**config.mk**
```make
export PLATFORM = sky130hd
export DESIGN_NAME = bcd_conv_arbiter
export DESIGN_NICKNAME = d
export VERILOG_FILES = /design/src/rtl/bcd_conv_arbiter.sv
export SDC_FILE = /design/constraint.sdc
export NUM_CORES = 1
export LEC_CHECK = 0
export CORE_UTILIZATION = 50
export DETAILED_ROUTE_END_ITERATION = 16
export GPL_TIMING_DRIVEN = 0
export PLACE_DENSITY = 0.82
export SYNTH_ARGS = -nofsm -noshare
export SYNTH_HDL_FRONTEND = slang
export SYNTH_SLANG_ARGS = --single-unit
```
**constraint.sdc**
```tcl
create_clock -name i_clk_1mhz -period 3.7 [get_ports i_clk_1mhz]
set_input_delay 1.11 -clock i_clk_1mhz [delete_from_list [all_inputs] [get_ports i_clk_1mhz]]
set_output_delay 1.11 -clock i_clk_1mhz [all_outputs]
set_load 0.005 [all_outputs]
```
**src/rtl/bcd_conv_arbiter.sv**
```systemverilog
// Round-robin sequencer that shares one binary-to-BCD converter among
// NUM_REQ requesters. A granted requester's operand is launched into the
// converter, and the result (or a timeout error) is returned tagged with the
// requester index.
module bcd_conv_arbiter #(
    parameter int NUM_REQ = 4,
    parameter int BIN_W   = 13,
    parameter int BCD_W   = 16,
    parameter int TIMEOUT = 31
) (
    input  logic                        i_clk_1mhz,
    input  logic                        i_reset,
    input  logic [NUM_REQ-1:0]          i_req,
    input  logic [NUM_REQ*BIN_W-1:0]    i_req_data,
    output logic [NUM_REQ-1:0]          o_grant,
    output logic                        o_rsp_valid,
    output logic [$clog2(NUM_REQ)-1:0]  o_rsp_id,
    output logic [BCD_W-1:0]            o_rsp_bcd,
    output logic                        o_rsp_err,
    output logic                        o_busy,
    output logic                        o_conv_start,
    output logic [BIN_W-1:0]            o_conv_data,
    input  logic                        i_conv_done,
    input  logic [BCD_W-1:0]            i_conv_bcd
);

    localparam int ID_W  = $clog2(NUM_REQ);
    localparam int TMR_W = (TIMEOUT < 2) ? 1 : $clog2(TIMEOUT + 1);
    localparam logic [TMR_W-1:0] TMR_LAST = TMR_W'(TIMEOUT);
    localparam logic [ID_W:0]    REQ_CNT  = (ID_W + 1)'(NUM_REQ);
    localparam logic [ID_W-1:0]  LAST_IDX = ID_W'(NUM_REQ - 1);

    typedef enum logic [1:0] {
        S_IDLE    = 2'd0,
        S_WAIT    = 2'd1,
        S_DELIVER = 2'd2
    } state_t;

    state_t              state, state_nx;
    logic [ID_W-1:0]     ptr, ptr_nx;
    logic [TMR_W-1:0]    timer, timer_nx;
    logic [NUM_REQ-1:0]  grant_nx;
    logic                start_nx;
    logic                rsp_valid_nx;
    logic [ID_W-1:0]     rsp_id_nx;
    logic [BCD_W-1:0]    rsp_bcd_nx;
    logic                rsp_err_nx;
    logic [BIN_W-1:0]    conv_data_nx;

    logic                pick_found;
    logic [ID_W-1:0]     pick_idx;
    logic [ID_W-1:0]     pick_next;
    logic [BIN_W-1:0]    pick_data;
    logic [ID_W:0]       cand_sum;
    logic [ID_W-1:0]     cand_idx;

    logic [BIN_W-1:0]    operand [NUM_REQ];

    for (genvar g = 0; g < NUM_REQ; g++) begin : g_unpack
        assign operand[g] = i_req_data[g*BIN_W +: BIN_W];
    end

    assign o_busy = (state != S_IDLE);

    // Round-robin search: first requesting index at or above the pointer, wrapping
    always_comb begin
        pick_found = 1'b0;
        pick_idx   = '0;
        pick_next  = '0;
        pick_data  = '0;
        cand_sum   = '0;
        cand_idx   = '0;
        for (int i = 0; i < NUM_REQ; i++) begin
            cand_sum = {1'b0, ptr} + (ID_W + 1)'(i);
            if (cand_sum >= REQ_CNT) begin
                cand_sum = cand_sum - REQ_CNT;
            end
            cand_idx = cand_sum[ID_W-1:0];
            if (!pick_found && i_req[cand_idx]) begin
                pick_found = 1'b1;
                pick_idx   = cand_idx;
                pick_next  = (cand_idx == LAST_IDX) ? '0 : cand_idx + 1'b1;
                pick_data  = operand[cand_idx];
            end
        end
    end

    // Next-state and next-output decode for the IDLE -> WAIT -> DELIVER sequence
    always_comb begin
        state_nx     = state;
        ptr_nx       = ptr;
        timer_nx     = timer;
        grant_nx     = '0;
        start_nx     = 1'b0;
        rsp_valid_nx = 1'b0;
        rsp_id_nx    = o_rsp_id;
        rsp_bcd_nx   = o_rsp_bcd;
        rsp_err_nx   = o_rsp_err;
        conv_data_nx = o_conv_data;
        case (state)
            S_IDLE: begin
                if (pick_found) begin
                    grant_nx[pick_idx] = 1'b1;
                    conv_data_nx       = pick_data;
                    start_nx           = 1'b1;
                    rsp_id_nx          = pick_idx;
                    ptr_nx             = pick_next;
                    timer_nx           = '0;
                    state_nx           = S_WAIT;
                end
            end
            S_WAIT: begin
                // A done seen in the same cycle as our own launch pulse cannot
                // belong to this conversion, so it is ignored.
                if (i_conv_done && !o_conv_start) begin
                    rsp_bcd_nx   = i_conv_bcd;
                    rsp_err_nx   = 1'b0;
                    rsp_valid_nx = 1'b1;
                    state_nx     = S_DELIVER;
                end else if (timer == TMR_LAST) begin
                    rsp_bcd_nx   = '0;
                    rsp_err_nx   = 1'b1;
                    rsp_valid_nx = 1'b1;
                    state_nx     = S_DELIVER;
                end else begin
                    timer_nx = timer + 1'b1;
                end
            end
            S_DELIVER: begin
                state_nx = S_IDLE;
            end
            default: begin
                state_nx = S_IDLE;
            end
        endcase
    end

    // State and registered outputs; reset clears everything and drops any in-flight conversion
    always_ff @(posedge i_clk_1mhz or posedge i_reset) begin
        if (i_reset) begin
            state        <= S_IDLE;
            ptr          <= '0;
            timer        <= '0;
            o_grant      <= '0;
            o_conv_start <= 1'b0;
            o_conv_data  <= '0;
            o_rsp_valid  <= 1'b0;
            o_rsp_id     <= '0;
            o_rsp_bcd    <= '0;
            o_rsp_err    <= 1'b0;
        end else begin
            state        <= state_nx;
            ptr          <= ptr_nx;
            timer        <= timer_nx;
            o_grant      <= grant_nx;
            o_conv_start <= start_nx;
            o_conv_data  <= conv_data_nx;
            o_rsp_valid  <= rsp_valid_nx;
            o_rsp_id     <= rsp_id_nx;
            o_rsp_bcd    <= rsp_bcd_nx;
            o_rsp_err    <= rsp_err_nx;
        end
    end

endmodule
```
### Word level (Yosys, flattened, before mapping)

Index checks and enable logic that the tools add are counted.

| word-level totals | value |
|---|---|
| register bits | 47 |
| bits of input ports | 75 |
| logic and storage cells | 132 |

| operators by class | value |
|---|---|
| add/sub/neg operators | 12 |
| order comparisons | 14 |
| equal/unequal tests | 10 |
| multiplexer cells | 65 |
| bitwise gates (word level) | 4 |
| reduce and logical (&&, ||, !) cells | 17 |

Operators with widths:

| kind | number |
|---|---|
| $mux 13 | 12 |
| $bmux 13 s2 | 4 |
| $mux 2 | 19 |
| $mux 16 | 2 |
| $ge 3x3->1 const B | 7 |
| $mux 1 | 16 |
| $lt 2x3->1 const B | 5 |
| $mux 5 | 3 |
| $not 2->3 | 4 |
| $pmux 5 s2 | 1 |
| $add 2x1->2 const B | 4 |
| $bmux 1 s2 | 4 |
| $eq 2x2->1 const B | 4 |
| $mux 4 | 2 |
| $sub 2x1->2 const B | 4 |
| $add 2x2->3 const B | 2 |
| $ne 2x2->1 const B | 3 |
| $reduce_and 2->1 | 3 |
| $reduce_bool 2->1 | 3 |
| $add 5x1->5 const B | 1 |
| $eq 5x5->1 const B | 1 |
| $logic_and 1x1->1 | 5 |
| $logic_not 1->1 | 4 |
| $pmux 2 s2 | 1 |
| 8 further kinds | 8 |

### Depth between registers and ports, before layout

Gate-level depths: netlist of run 1.

| depth | value |
|---|---|
| depth after elaboration | 20 |
| mapped depth | 13 |
| depth with buffers taken out | 8 |

### Worst setup path after synthesis of run 1

No wires, ideal clock.

| timing path | value |
|---|---|
| kind | register to register |
| start point | register ptr[1] |
| end point | register ptr[0] |
| library setup time | 0.125 ns |
| data arrival time | 2.885 ns |
| required time | 3.575 ns |
| slack | 0.691 ns |
| stages on the path, launching flop included | 11 |
| buffers on the path | 2 |
| cell sequence | dfrtp_1 buf_1 clkbuf_1 inv_1 ha_1 mux4_2 or3_1 o21ai_2 inv_1 o211ai_1 mux2_2 |

| between the ends | value |
|---|---|
| cells in the longest elaborated chain, start to end | 15 |
| elaborated cells between the ends (all ways) | 50 |

RTL lines:

| element | RTL line | source |
|---|---|---|
| from (decl) | 40 | `logic [ID_W-1:0] ptr, ptr_nx;` |
| from (signal assigned) | 153 | `ptr <= ptr_nx;` |
| branches (longest 15 deep; another with $add 2x1->3) | - |  |

Parallel ways; which one is timed is not known. The select of a mux whose other input is x is not followed.
A chain may end at the register's enable or synchronous reset.

### Worst setup path after layout of run 1

| timing path | value |
|---|---|
| start point | input i_req[2] |
| end point | register o_conv_data[8] |

| between the ends | value |
|---|---|
| cells in the longest elaborated chain, start to end | 13 |
| elaborated cells between the ends (all ways) | 23 |

RTL lines:

| element | RTL line | source |
|---|---|---|
| from (decl) | 13 | `input logic [NUM_REQ-1:0] i_req,` |
| $bmux 1 s2 | 79 | `if (!pick_found && i_req[cand_idx]) begin` |
| $mux 1 (implied by the code) | 79 |  |
| $mux 1 | 79 |  |
| $logic_not 1->1 | 79 |  |
| $logic_and 1x1->1 | 79 |  |
| $mux 1 | 79 |  |
| $logic_not 1->1 | 79 |  |
| $logic_and 1x1->1 | 79 |  |
| $mux 1 | 79 |  |
| $logic_not 1->1 | 79 |  |
| $logic_and 1x1->1 | 79 |  |
| $mux 1 | 79 |  |
| $reduce_and 2->1 (no line) | - |  |
| to (signal assigned) | 157 | `o_conv_data <= conv_data_nx;` |
| to (decl) | 22 | `output logic [BIN_W-1:0] o_conv_data,` |

Parallel ways exist; a longest one is shown, timed or not. The select of a mux whose other input is x is not followed.

==> results of run 1 <==
[path summary, 6_finish.rpt]
check,cells after the start,endpoint,slack [ns]
worst max-delay path,8,o_conv_data[8],0.06
worst min-delay path,2,o_conv_data[2],0.48
worst max register to register,10,o_conv_data[9],0.15
worst min register to register,2,o_conv_data[2],0.48
max in group asynchronous,3,o_rsp_bcd[11],2.26
min in group asynchronous,2,o_conv_data[6],1.01
[layout make-up]
cell class              instances  area [µm²]  area share, %
multi-input cells             345        2790           49.7
inverters                       8        30.0          0.535
clock inverters                 2        13.8          0.245
repair buffers                114        1150           20.5
clock buffers                   5        68.8           1.23
flip-flops and latches         47        1180           21.0
well taps                     105         131           2.34
plain buffers                  47         249           4.44
[power by group through the flow]
| stage | registers [mW] | logic [mW] | clock network, mW |
|---|---|---|---|
| 2_1_floorplan | 0.877 | 2.34 | 0 |
| 3_3_place_gp | 0.864 | 3.42 | 0 |
| 3_5_place_dp | 0.880 | 3.50 | 0 |
| 4_1_cts | 0.871 | 3.53 | 0.299 |
| 5_1_grt | 0.894 | 3.87 | 0.322 |
| 6_report | 0.870 | 3.60 | 0.297 |
[kinds of logic after synthesis]
family / Yosys count
AO/OA/AOI/OAI: 121
XOR/XNOR: 2
adder cells (fa/ha/maj): 6
buffers and inverters: 55
flip-flops: 47
multiplexers: 68
AND/OR/NAND/NOR: 148
[worst min-delay path, delay by kind of cell, from the launching register on]
family	cells	cell delay, ns
AO/OA/AOI/OAI	1	0.05
flip-flops	1	0.34
AND/OR/NAND/NOR	1	0.06
[state kept, by name (all words and copies together) (netlist names)]
| signal | count |
|---|---|
| o_conv_data | 13 |
| o_conv_start | 1 |
| o_grant | 4 |
| o_rsp_bcd | 16 |
| o_rsp_err | 1 |
| o_rsp_id | 2 |
| o_rsp_valid | 1 |
| ptr | 2 |
| state | 2 |
| timer | 5 |
[cells in the final DEF, fill, tap and decap left out, types with 14 or more instances in the layout]
cell type	n
clkdlybuf4s50_1	113
nand2_1	58
dfrtp_1	47
mux4_2	30
nand3_1	25
clkbuf_1	22
o21ai_0	20
mux2_2	20
nor2b_1	18
mux2i_1	17
a22o_1	16
o211ai_1	15
buf_2	14
nor2_1	14
a31oi_1	14
[routing by layer]
metal	vias to the layer above	GRT usage, %	share of wire (%)
met5	-	0	0
met4	0	15.6	3.5
met3	66	6.63	13
met2	370	55.5	48
met1	2099	41.1	36
li1	1957	-	-
[through the flow]
step	cells	util, %	area, µm²	hold WS [ns]	power, mW
after detailed placement	666	67.1	5510	0.466	4.38
after floorplan	447	-	4230	0.472	3.21
after global routing	673	68.3	5610	0.517	5.09
after CTS	673	68.2	5600	0.483	4.70
final	673	68.3	5610	0.478	4.77
after global placement	665	66.8	5490	0.461	4.28
[timing repair]
action	4_1_cts	5_1_grt
hold buffers	0	0
resized for setup	3	3
pin swaps	0	0
setup buffers	0	0
setup endpoints to repair	14	14
==> impl_metrics.py, run 1 <==
metrics = {
    "logic_synthesis": {
        "synth.top_cells.by_area": "dfrtp_1, mux4_2, mux2_2, nand2_1, mux2i_1",
        "synth_top_family_by_area": "multiplexers",
        "netlist_instances": 447,
        "yosys-top-cells-count": "nand2_1, dfrtp_1, mux4_2",
        "muxShareOfSynthArea_pct": 25.6,
        "synth.avg_cell_area_um2": 9.46,
        "synth_most_common_cell": "nand2_1",
        "syn_area_um2": 4230,
        "yosysWarnings": 0,
        "synth_fp_nets": 528,
        "ys_ff_latch": 47,
        "synthSimpleGateAreaFrac_pct": 17.4,
        "ys_seq_area_share_pct": 27.8,
        "synth_edf_count": 0,
        "synthXorXnorAreaFrac_pct": 0.414,
        "yosysTopAreaCellShare_pct": 27.8,
        "async_reset_ff_share_pct": 100,
        "synthAdderAreaFrac_pct": 1.77,
        "synth_cell_type_count": 46,
        "yosys.area.top_type": "dfrtp_1",
        "synthFlopType": "dfrtp_1",
        "synth_compound_area_share_pct": 20.6,
    },
    "timing": {
        "rsz0062_at_grt": "false",
        "timing.final.ws_setup_ns": 0.0641,
        "finClkSkew_ns": 0.0108,
        "fmax_mhz": 275,
        "relSlewSlack_pct": 49.3,
        "tightest_slew_ns": 0.761,
        "setup-tns-final_ns": 0,
        "finalCritPeriodShare_pct": 98.3,
        "drv_slew": 0,
        "hold_viol_final": 0,
        "setup_viol": 0,
        "min_period_ns": 3.64,
    },
    "outcome": {
        "status": "complete, no violations",
    },
    "placement": {
        "port-buffer-count": 113,
        "pre_cts_slack_ns": -0.339,
        "routabilityCongestion": 0.947,
        "hpwlAfterDp_um": 10300,
    },
    "pwr": {
        "p_int_mw": 2.58,
        "p_comb_share_pct": 75.5,
        "p_leak_nw": 2.20,
        "p_sw_share_pct": 45.9,
        "p_sw_mw": 2.19,
        "pwr-share-clk_pct": 6.2,
        "power_density_nw_per_um2": 850,
        "peakVddDrop_mv": 0.455,
        "seqPwrFrac_pct": 18.3,
    },
    "global_routing": {
        "grt-ovfl-total": 0,
        "antenna_found_initial": 0,
        "grt_max_degree": 44,
        "grt_usage_pct": 33.2,
        "grt_pass1_vias": 4588,
        "grt_pass1_wl_um": 22600,
    },
    "setup_path": {
        "critPathSlowestCell": "clkdlybuf4s50_1",
        "cp.arrival_ns": 3.81,
        "endpoint_kind": "flop",
        "setup.worst_path.start": "i_req[2]",
        "path_class": "input port to flop",
        "required_ns": 3.87,
        "path_cells": "clkdlybuf4s50_1 > clkbuf_1 > mux2_2 > mux2i_2 > buf_2 > a31oi_1 > a221oi_1 > o21ai_1",
        "critical_path_buf_inv_count": 3,
        "cp-start-kind": "input port",
        "critPathMaxFanout": 10,
        "r2r-start": "ptr[1]",
        "cp_slowest_stage_delay_ns": 0.47,
        "critPathTopFamily": "buffers and inverters",
    },
    "die": {
        "num_rows": 33,
        "die_area_um2": 8830,
        "ioPinCount": 114,
        "initial_utilization_pct": 51.5,
        "core_region_area_um2": 8220,
        "die_w_um": 94.0,
        "die_h_um": 94.0,
    },
    "clocking": {
        "cts_buffers": 5,
        "tritoncts": "built",
        "cts.sinks": 47,
        "clk_latency_ns": 0.30,
        "htree_levels": 2,
        "clkTransAtPathRegs_ns": 0.08,
        "cts_buffer_depth": 2,
        "root_buffer": "clkbuf_8",
    },
    "hold_path": {
        "hold_path.class": "flop to flop",
        "worst_hold_startpoint": "o_conv_data[2]",
    },
    "drt": {
        "drt_pass1_iterations": 7,
        "viasPerCell": 6.67,
        "route.detailed.drc": 0,
        "wl_per_cell_um": 20.9,
        "vias": 4492,
        "drt_iter0_markers": 335,
        "ant_nets": 0,
        "routed_wl_um": 14100,
    },
    "finish": {
        "fillers": 695,
        "synthToLayoutAreaGrowth_pct": 32.6,
        "diodes": 0,
        "fin_nets": 649,
        "drive_gt1_share_pct": 16.9,
    },
    "job": {
        "cap_violations": 0,
    },
}
Power figures use the tool's default switching activity.
==> run 2: changes to the inputs <==
- SLEW_MARGIN: not set -> 20
==> impl_metrics.py, run 2 (synthesis gave the netlist of run 1 again) <==
metrics = {
    "timing": {
        "tightest_slew_ns": 0.793,
        "finClkSkew_ns": 0.00916,
        "fmax_mhz": 283,
        "min_period_ns": 3.53,
        "setup_viol": 0,
        "finalCritPeriodShare_pct": 95.5,
        "fin_hold_ws_ns": 0.481,
        "hold_viol_final": 0,
        "rsz0062_at_grt": "false",
        "setup-tns-final_ns": 0,
        "drv_slew": 0,
        "relSlewSlack_pct": 47.1,
    },
    "global_routing": {
        "grt_pass1_vias": 4531,
        "grt-ovfl-total": 0,
        "grt_pass1_wl_um": 22600,
        "grt_use_met1_pct": 41.6,
        "grt_usage_pct": 33.4,
        "top_usage_layer": "met2",
        "use_met3_pct": 6.72,
        "use_met2_pct": 55.2,
        "antenna_found_initial": 0,
        "grt_max_degree": 28,
    },
    "drt": {
        "wl_per_cell_um": 20.9,
        "viasPerCell": 6.61,
        "routed_wl_um": 14100,
        "route.detailed.drc": 0,
        "drt_pass1_iterations": 6,
        "drt_iter0_markers": 403,
        "vias": 4446,
        "ant_nets": 0,
    },
    "finish": {
        "mostFrequentLayoutCells": "clkdlybuf4s50_1, nand2_1, dfrtp_1",
        "final_common_cell": "clkdlybuf4s50_1",
        "largest_reg_flops": 16,
        "synthToLayoutAreaGrowth_pct": 33.0,
        "top_regs": "o_rsp_bcd x16, o_conv_data x13, timer x5",
        "utilization_pct": 68.5,
        "fillers": 658,
        "fin_nets": 649,
        "drive_gt1_share_pct": 16.9,
        "diodes": 0,
        "top_register": "o_rsp_bcd",
    },
    "clocking": {
        "cts_buffer_depth": 2,
        "tritoncts": "built",
        "root_buffer": "clkbuf_8",
        "cts_buffers": 5,
        "postCtsSetupBuffers": 0,
        "cts.sinks": 47,
        "clk_latency_ns": 0.30,
        "clkTransAtPathRegs_ns": 0.09,
        "htree_levels": 2,
    },
    "pwr": {
        "power_density_nw_per_um2": 851,
        "peakVddDrop_mv": 0.500,
        "p_leak_nw": 2.20,
    },
    "die": {
        "num_rows": 33,
        "die_h_um": 94.0,
        "die_w_um": 94.0,
        "core_region_area_um2": 8220,
        "die_area_um2": 8830,
        "ioPinCount": 114,
        "initial_utilization_pct": 51.5,
    },
    "hold_path": {
        "hold_path.class": "flop to flop",
    },
    "job": {
        "cap_violations": 0,
    },
    "setup_path": {
        "path_class": "flop to flop",
        "endpoint_kind": "flop",
        "cp.arrival_ns": 3.71,
        "cp-start-kind": "flop",
        "critPathMaxFanout": 10,
        "required_ns": 3.87,
    },
    "placement": {
        "hpwlAfterDp_um": 10400,
        "port-buffer-count": 113,
        "routabilityCongestion": 0.947,
    },
    "outcome": {
        "status": "complete, no violations",
    },
}
run 2: worst max-delay path: stages, from the launching register on:
cell	delay [ns]
dfrtp_1	0.46
buf_2	0.31
clkbuf_2	0.28
inv_1	0.14
ha_1	0.41
mux4_2	0.43
buf_6	0.19
buf_2	0.19
buf_2	0.23
nand2_1	0.11
a31oi_1	0.10
a221oi_1	0.46
o21ai_2	0.07
run 2: final cells by class:
cell class / instances / area [µm²] / share of cell area (%)
Clock buffer: 5 / 68.8 / 1.22
Sequential cell: 47 / 1180 / 20.9
Tap cell: 105 / 131 / 2.34
Timing Repair Buffer: 114 / 1160 / 20.6
Inverter: 8 / 30.0 / 0.534
Clock inverter: 2 / 13.8 / 0.245
Multi-Input combinational cell: 345 / 2800 / 49.7
Buffer: 47 / 249 / 4.43
run 2: path summary, 6_finish.rpt:
kind	startpoint	to	slack, ns	cells after the start
worst max-delay path	ptr[1]	o_conv_data[7]	0.17	12
worst min-delay path	o_conv_data[2]	o_conv_data[2]	0.48	2
worst max register to register	ptr[1]	o_conv_data[7]	0.17	12
worst min register to register	o_conv_data[2]	o_conv_data[2]	0.48	2
max in group asynchronous	i_reset	o_conv_data[11]	1.98	3
min in group asynchronous	i_reset	timer[3]	1.21	2
run 2: stage by stage:
stage	area [µm²]	total power [mW]	setup WS (ns)	instances
3_5_place_dp	5520	4.38	-0.342	666
5_1_grt	5630	5.10	0.0180	673
6_report	5630	4.79	0.165	673
3_3_place_gp	5490	4.28	-0.311	665
2_1_floorplan	4230	3.21	0.691	447
4_1_cts	5610	4.70	0.0738	673
run 2: per-layer routing:
| metal | vias up | wire [µm] |
|---|---|---|
| met5 | - | 0 |
| li1 | 1956 | - |
| met4 | 0 | 513 |
| met3 | 60 | 1610 |
| met2 | 320 | 6820 |
| met1 | 2110 | 5110 |
run 2: timing repair:
item,4_1_cts,5_1_grt
hold buffers,0,0
gates resized for setup,3,4
endpoints found under the setup margin,14,15
run 2: report_power, final:
part	leakage [nW]	internal (mW)	total [mW]	switching [mW]
combinational	1.57	1.72	3.62	1.90
clock	0.0440	0.129	0.296	0.167
sequential	0.591	0.740	0.872	0.132
==> run 3: changes to the inputs <==
- CAP_MARGIN: not set -> 20
- CTS_CLUSTER_DIAMETER: not set -> 150
==> results of run 3 <==
Same layout as run 2: the final DEF is identical, and so are final timing and power.
